[config.mk]
export PLATFORM = sky130hd
export DESIGN_NAME = conv_sequencer
export DESIGN_NICKNAME = d
export VERILOG_FILES = /design/src/rtl/conv_seq_pkg.sv /design/src/rtl/conv_seq_cnt.sv /design/src/rtl/conv_sequencer.sv
export SDC_FILE = /design/constraint.sdc
export NUM_CORES = 1
export LEC_CHECK = 0
export CAP_MARGIN = 20
export CORE_UTILIZATION = 45
export CTS_CLUSTER_DIAMETER = 30
export CTS_CLUSTER_SIZE = 25
export DETAILED_ROUTE_END_ITERATION = 6
export GPL_TIMING_DRIVEN = 0
export HOLD_SLACK_MARGIN = 0.03
export PLACE_DENSITY = 0.69
export SETUP_SLACK_MARGIN = 0.15
export SKIP_LAST_GASP = 1
export SLEW_MARGIN = 5
export SYNTH_ARGS = -nofsm -noshare
export SYNTH_HDL_FRONTEND = slang
export SYNTH_SLANG_ARGS = --single-unit
[constraint.sdc]
create_clock -name Phi2 -period 3.2 [get_ports Phi2]
set_input_delay 0.48 -clock Phi2 [delete_from_list [all_inputs] [get_ports Phi2]]
set_output_delay 0.48 -clock Phi2 [all_outputs]
set_load 0.02 [all_outputs]
[src/rtl/conv_seq_pkg.sv]
// Shared definitions for the convolution pixel sequencer: state encoding,
// counter width and default configuration constants.
package conv_seq_pkg;

    localparam int unsigned CNT_W = 16;

    localparam int unsigned DEF_NUM_KERNEL = 9;
    localparam int unsigned DEF_LOAD_TOTAL = 28;
    localparam int unsigned DEF_NUM_IMAGE  = 90;
    localparam int unsigned DEF_RST_CYCLES = 4;
    localparam int unsigned DEF_KERN_BASE  = 0;
    localparam int unsigned DEF_IMG_BASE   = 16;
    localparam int unsigned DEF_ADDR_W     = 8;

    typedef enum logic [2:0] {
        ST_IDLE        = 3'd0,
        ST_RESET1      = 3'd1,
        ST_LOAD_KERNEL = 3'd2,
        ST_PAD         = 3'd3,
        ST_RESET2      = 3'd4,
        ST_CONVOLVE    = 3'd5,
        ST_DONE        = 3'd6
    } state_e;

    // Sequencer is busy in every state except the two resting states.
    function automatic logic state_is_busy(input state_e s);
        return (s != ST_IDLE) && (s != ST_DONE);
    endfunction

endpackage

[src/rtl/conv_seq_cnt.sv]
// Shared pixel-slot counter: clear / load-one / increment, plus an equality
// compare against a terminal value chosen by the sequencer each cycle.
module conv_seq_cnt
    import conv_seq_pkg::*;
(
    input  logic             clk,
    input  logic             srst_n,
    input  logic             clr_i,
    input  logic             load_one_i,
    input  logic             inc_i,
    input  logic [CNT_W-1:0] term_i,
    output logic [CNT_W-1:0] cnt_o,
    output logic             at_term_o
);

    logic [CNT_W-1:0] cnt_q;
    logic [CNT_W-1:0] cnt_d;

    // Clear wins over load, load wins over increment.
    always_comb begin
        cnt_d = cnt_q;
        if (clr_i) begin
            cnt_d = '0;
        end else if (load_one_i) begin
            cnt_d = CNT_W'(1);
        end else if (inc_i) begin
            cnt_d = cnt_q + CNT_W'(1);
        end
    end

    // Counter register with synchronous active-low reset.
    always_ff @(posedge clk) begin
        if (!srst_n) begin
            cnt_q <= '0;
        end else begin
            cnt_q <= cnt_d;
        end
    end

    assign cnt_o     = cnt_q;
    assign at_term_o = (cnt_q == term_i);

endmodule

[src/rtl/conv_sequencer.sv]
// Convolution engine pixel sequencer: resets the engine, streams kernel
// coefficients and zero padding, resets again, then streams the image.
// Optional feature: define CONV_SEQ_STALL_CNT_EN to add Stall_Cnt_s1, a
// saturating count of CONVOLVE cycles in which the engine was not ready.
module conv_sequencer
    import conv_seq_pkg::*;
#(
    parameter int unsigned NUM_KERNEL = DEF_NUM_KERNEL,
    parameter int unsigned LOAD_TOTAL = DEF_LOAD_TOTAL,
    parameter int unsigned NUM_IMAGE  = DEF_NUM_IMAGE,
    parameter int unsigned RST_CYCLES = DEF_RST_CYCLES,
    parameter int unsigned KERN_BASE  = DEF_KERN_BASE,
    parameter int unsigned IMG_BASE   = DEF_IMG_BASE,
    parameter int unsigned ADDR_W     = DEF_ADDR_W
) (
    input  logic              Phi2,
    input  logic              Reset_b_s1,
    input  logic              Start_s1,
    input  logic              Input_Ready_s1,
    output logic [ADDR_W-1:0] Rd_Addr_s1,
    input  logic [7:0]        Rd_Data_s1,
    output logic [7:0]        Pixel_s1,
    output logic              Eng_Reset_s1,
    output logic              Busy_s1,
    output logic              Done_s1
`ifdef CONV_SEQ_STALL_CNT_EN
    ,
    output logic [15:0]       Stall_Cnt_s1
`endif
);

    localparam logic [CNT_W-1:0] KERN_LAST = CNT_W'(NUM_KERNEL - 1);
    localparam logic [CNT_W-1:0] LOAD_LAST = CNT_W'(LOAD_TOTAL - 1);
    localparam logic [CNT_W-1:0] IMG_TERM  = CNT_W'(NUM_IMAGE);
    localparam logic [CNT_W-1:0] RST_LAST  = CNT_W'(RST_CYCLES - 1);
    localparam bit               NO_PAD    = (NUM_KERNEL == LOAD_TOTAL);

    state_e           state_q, state_d;
    logic [7:0]       pixel_q, pixel_d;
    logic             eng_rst_q, eng_rst_d;
    // Engine-reset timer kept apart from Cnt so the read address stays at the
    // base during reset and the first pixel is ready on the terminal edge.
    logic [CNT_W-1:0] rst_tmr_q, rst_tmr_d;

    logic             cnt_clr;
    logic             cnt_load_one;
    logic             cnt_inc;
    logic [CNT_W-1:0] cnt_term;
    logic [CNT_W-1:0] cnt;
    logic             cnt_at_term;

`ifdef CONV_SEQ_STALL_CNT_EN
    logic [15:0]      stall_q, stall_d;
`endif

    conv_seq_cnt u_cnt (
        .clk        (Phi2),
        .srst_n     (Reset_b_s1),
        .clr_i      (cnt_clr),
        .load_one_i (cnt_load_one),
        .inc_i      (cnt_inc),
        .term_i     (cnt_term),
        .cnt_o      (cnt),
        .at_term_o  (cnt_at_term)
    );

    // Next-state, pixel, engine-reset and counter-control decode.
    always_comb begin
        state_d      = state_q;
        pixel_d      = pixel_q;
        eng_rst_d    = eng_rst_q;
        rst_tmr_d    = rst_tmr_q;
        cnt_clr      = 1'b0;
        cnt_load_one = 1'b0;
        cnt_inc      = 1'b0;
        cnt_term     = '0;
`ifdef CONV_SEQ_STALL_CNT_EN
        stall_d      = stall_q;
`endif
        case (state_q)
            ST_IDLE, ST_DONE: begin
                if (Start_s1) begin
                    state_d   = ST_RESET1;
                    cnt_clr   = 1'b1;
                    eng_rst_d = 1'b1;
                    rst_tmr_d = '0;
`ifdef CONV_SEQ_STALL_CNT_EN
                    stall_d   = '0;
`endif
                end
            end
            ST_RESET1, ST_RESET2: begin
                if (rst_tmr_q == RST_LAST) begin
                    // Address sits at the base here, so Rd_Data is pixel 0.
                    pixel_d      = Rd_Data_s1;
                    eng_rst_d    = 1'b0;
                    cnt_load_one = 1'b1;
                    state_d      = (state_q == ST_RESET1) ? ST_LOAD_KERNEL : ST_CONVOLVE;
                end else begin
                    rst_tmr_d = rst_tmr_q + CNT_W'(1);
                end
            end
            ST_LOAD_KERNEL: begin
                cnt_term = KERN_LAST;
                if (Input_Ready_s1) begin
                    pixel_d = Rd_Data_s1;
                    cnt_inc = 1'b1;
                    if (cnt_at_term) begin
                        if (NO_PAD) begin
                            state_d   = ST_RESET2;
                            cnt_clr   = 1'b1;
                            eng_rst_d = 1'b1;
                            rst_tmr_d = '0;
                        end else begin
                            state_d = ST_PAD;
                        end
                    end
                end
            end
            ST_PAD: begin
                cnt_term = LOAD_LAST;
                if (Input_Ready_s1) begin
                    pixel_d = 8'd0;
                    cnt_inc = 1'b1;
                    if (cnt_at_term) begin
                        state_d   = ST_RESET2;
                        cnt_clr   = 1'b1;
                        eng_rst_d = 1'b1;
                        rst_tmr_d = '0;
                    end
                end
            end
            ST_CONVOLVE: begin
                cnt_term = IMG_TERM;
                if (cnt_at_term) begin
                    // Last image pixel already delivered; finish regardless of ready.
                    state_d = ST_DONE;
                end else if (Input_Ready_s1) begin
                    pixel_d = Rd_Data_s1;
                    cnt_inc = 1'b1;
                end
`ifdef CONV_SEQ_STALL_CNT_EN
                if (!Input_Ready_s1 && (stall_q != 16'hFFFF)) begin
                    stall_d = stall_q + 16'd1;
                end
`endif
            end
            default: begin
                state_d = ST_IDLE;
            end
        endcase
    end

    // State and output registers; reset forces the engine into reset.
    always_ff @(posedge Phi2) begin
        if (!Reset_b_s1) begin
            state_q   <= ST_IDLE;
            pixel_q   <= 8'd0;
            eng_rst_q <= 1'b1;
            rst_tmr_q <= '0;
`ifdef CONV_SEQ_STALL_CNT_EN
            stall_q   <= '0;
`endif
        end else begin
            state_q   <= state_d;
            pixel_q   <= pixel_d;
            eng_rst_q <= eng_rst_d;
            rst_tmr_q <= rst_tmr_d;
`ifdef CONV_SEQ_STALL_CNT_EN
            stall_q   <= stall_d;
`endif
        end
    end

    // Read address follows the count within the kernel or image window; wraps.
    always_comb begin
        case (state_q)
            ST_RESET1, ST_LOAD_KERNEL: Rd_Addr_s1 = ADDR_W'(KERN_BASE) + ADDR_W'(cnt);
            ST_RESET2, ST_CONVOLVE:    Rd_Addr_s1 = ADDR_W'(IMG_BASE) + ADDR_W'(cnt);
            default:                   Rd_Addr_s1 = '0;
        endcase
    end

    assign Pixel_s1     = pixel_q;
    assign Eng_Reset_s1 = eng_rst_q;
    assign Busy_s1      = state_is_busy(state_q);
    assign Done_s1      = (state_q == ST_DONE);
`ifdef CONV_SEQ_STALL_CNT_EN
    assign Stall_Cnt_s1 = stall_q;
`endif

endmodule

==> metrics.cfg <==
[hold_path]
hold_start=Eng_Reset_s1
holdCritPathClass=register to register
holdPathEnd=Eng_Reset_s1
min_path_cells=2

[place]
dp_hpwl_microns=4670
portBuffers=29
dpl_cell_area_sq_mm=0.00300
gp_congestion=0.934

[clock_tree]
postCtsResizedCells=1
cts-htree-levels=2
ctsHoldBuffers=0
cts.sinks=44
postCtsSetupRepairBufs=0
clk_latency_ns=0.30
cts_buffers=5
tritoncts=done
cts-root-buf=clkbuf_8
clkTransAtPathRegs_ns=0.08
clock_path_buffers=2

[global_routing]
busiest_layer=met2
grt_use_met1_pct=28.4
met2_usage_pct=35.2
grt.met3_usage_pct=2.91
grt_pass1_vias=2327
grt.total_usage_pct=21.6
grt_max_degree=13
antenna_found_initial=0
grt_first_pass_wirelength_microns=10600
grt-ovfl-total=0

[power]
p_per_area_mw_per_mm2=393
irDropWorstVdd_uv=211
p_leak_nw=1.12

[synthesis]
synth_area_leader_cell=dfxtp_1
post-synth-top-count-cell=dfxtp_1
avgSynthCellArea_sq_um=7.93
async_flop_share_pct=0
synth_top_cell_area_share_pct=33.7
ys_top_cells_by_count=dfxtp_1, nor2_1, nand2_1
syn_inst=330
ys.flop_type=dfxtp_1
synth_warnings=0
synth_edf_count=0
syn_area_sq_mm=0.00262
synth_nets=345
ys_types=57
synth_area_leaders=dfxtp_1, nor2_1, xor2_1
ys_seq_area_share_pct=33.7
synth-seq-cells=44

[worst_setup_path]
critPathMaxFanout=10
cp-start-kind=register
worst_path_largest_cell_delay_ns=0.61
cp_top_family=buffers and inverters
crit_buf_inv=3
crit_arrival_ns=2.37
cp_num_cells=6
cp_data_required_time_ns=2.72
timing.rr.start=u_cnt.cnt_o[5]
cp_cell_sequence=buf_2 > clkbuf_2 > nor2_1 > xnor2_2 > and2_1 > clkdlybuf4s50_1
r2r_end=rst_tmr_q[13]
reg2reg_slack_ns=0.49
cpMaxStageDelayCell=clkdlybuf4s50_1
worstSetupEndpointType=output pin
r2r_cells=9
critPathKind=register to output pin

[route]
num_vias=2486
antenna_left=0
drt_iter0_markers=239
wl_per_cell_microns=14.4
drc=0
via_per_inst=5.66
dr.pass1.iters=5
finalWirelength_microns=6310

[floorplan]
io_pins=31
die_h_microns=78.3
start_util_pct=47.2
die_w_microns=78.3
die-area_sq_mm=0.00612
coreArea_sq_mm=0.00554
placementRows=27

[layout]
diodes=0
synthToLayoutAreaGrowth_pct=18.4
final_area_sq_mm=0.00310
drive_above_1_share_pct=8.45
layout.nets=381
final.fill_count=544

[sta]
finalSetupTns_ns=0
rsz0062_at_grt=no
clock_skew_ns=0.00460
fmax_mhz=350
worst_pin_slew_ns=0.749
hold_viol_final=0
finalCritPeriodShare_pct=89.2
setup-violations-final=0
relSlewSlack_pct=49.8
drv_slew=0
fin_crit_ns=2.85

[outcome]
status=finished, final reports clean

[run]
max_cap_violations=0

placed cells by master (no fill, tap or decap), types with 10 or more instances in the layout:
| master | Yosys | routed |
|---|---|---|
| xor2_1 | 15 | 15 |
| nor2_1 | 36 | 36 |
| clkdlybuf4s50_1 | 0 | 29 |
| nand3_1 | 13 | 13 |
| clkbuf_1 | 10 | 10 |
| nand4_1 | 10 | 10 |
| dfxtp_1 | 44 | 44 |
| and3_1 | 10 | 10 |
| o21ai_0 | 16 | 16 |
| nand2_1 | 34 | 34 |
| inv_1 | 17 | 17 |
| a21oi_1 | 16 | 16 |
sequential cells by signal (all words and copies together) (netlist names):
register,count
rst_tmr_q,16
Pixel_s1,8
state_q,3
u_cnt.cnt_o,16
Eng_Reset_s1,1
cell type report:
class                   count  area, sq um  share of cell area, %
repair buffers             29          290                   9.37
flip-flops and latches     44          881                   28.4
plain buffers              18          101                   3.27
clock buffers               8         90.1                   2.91
inverters                  17         63.8                   2.06
multi-input cells         251         1580                   51.0
well taps                  72         90.1                   2.91
per-stage QoR:
stage	worst slack, ns	hold slack (ns)	utilization (%)	instances	power [mW]
6_report	0.346	0.469	55.9	439	1.22
4_1_cts	0.264	0.478	55.7	439	1.22
3_3_place_gp	0.334	0.458	54.1	431	0.857
5_1_grt	0.244	0.496	55.9	439	1.28
2_1_floorplan	0.749	0.458	-	330	0.774
3_5_place_dp	0.319	0.465	54.1	431	0.860
metal layers:
metal	wire length, microns	up-vias
li1	-	1245
met1	2980	1151
met2	2900	70
met3	268	20
met4	151	0
met5	0	-
cell families after synthesis:
| family | count (synthesis) | synth area share [%] |
|---|---|---|
| and+or+nand+nor | 154 | 31.9 |
| AOI/OAI and AO/OA | 67 | 16.8 |
| DFF | 44 | 33.7 |
| buffers and inverters | 35 | 6.22 |
| xor gates and xnor gates | 24 | 8.75 |
| muxes | 3 | 1.15 |
| adders and majority gates | 3 | 1.43 |
worst reg2reg max path, cell delays in order, from the launching register on:
cell	delay [ns]
dfxtp_1	0.33
buf_6	0.14
nor4_4	0.27
nand3_2	0.14
a31oi_4	0.26
a21oi_2	0.16
or4_1	0.50
buf_2	0.18
or4b_1	0.50
a21oi_1	0.15
power breakdown:
group	internal [mW]	leakage, nW	switching [mW]
Sequential	0.562	0.355	0.0125
Combinational	0.106	0.724	0.176
Clock	0.176	0.0455	0.184
Total	0.844	1.12	0.373
worst max-delay path by stage:
stage                               end  slack (ns)            from
after floorplan           rst_tmr_q[13]        0.75  u_cnt.cnt_o[5]
after global placement    rst_tmr_q[11]        0.33        Start_s1
after detailed placement  rst_tmr_q[13]        0.32        Start_s1
after CTS                 Rd_Addr_s1[0]        0.26      state_q[2]
after global routing      Rd_Addr_s1[3]        0.24      state_q[0]
final                     Rd_Addr_s1[3]        0.35      state_q[0]
No activity file was read; power rests on OpenSTA's default activity.
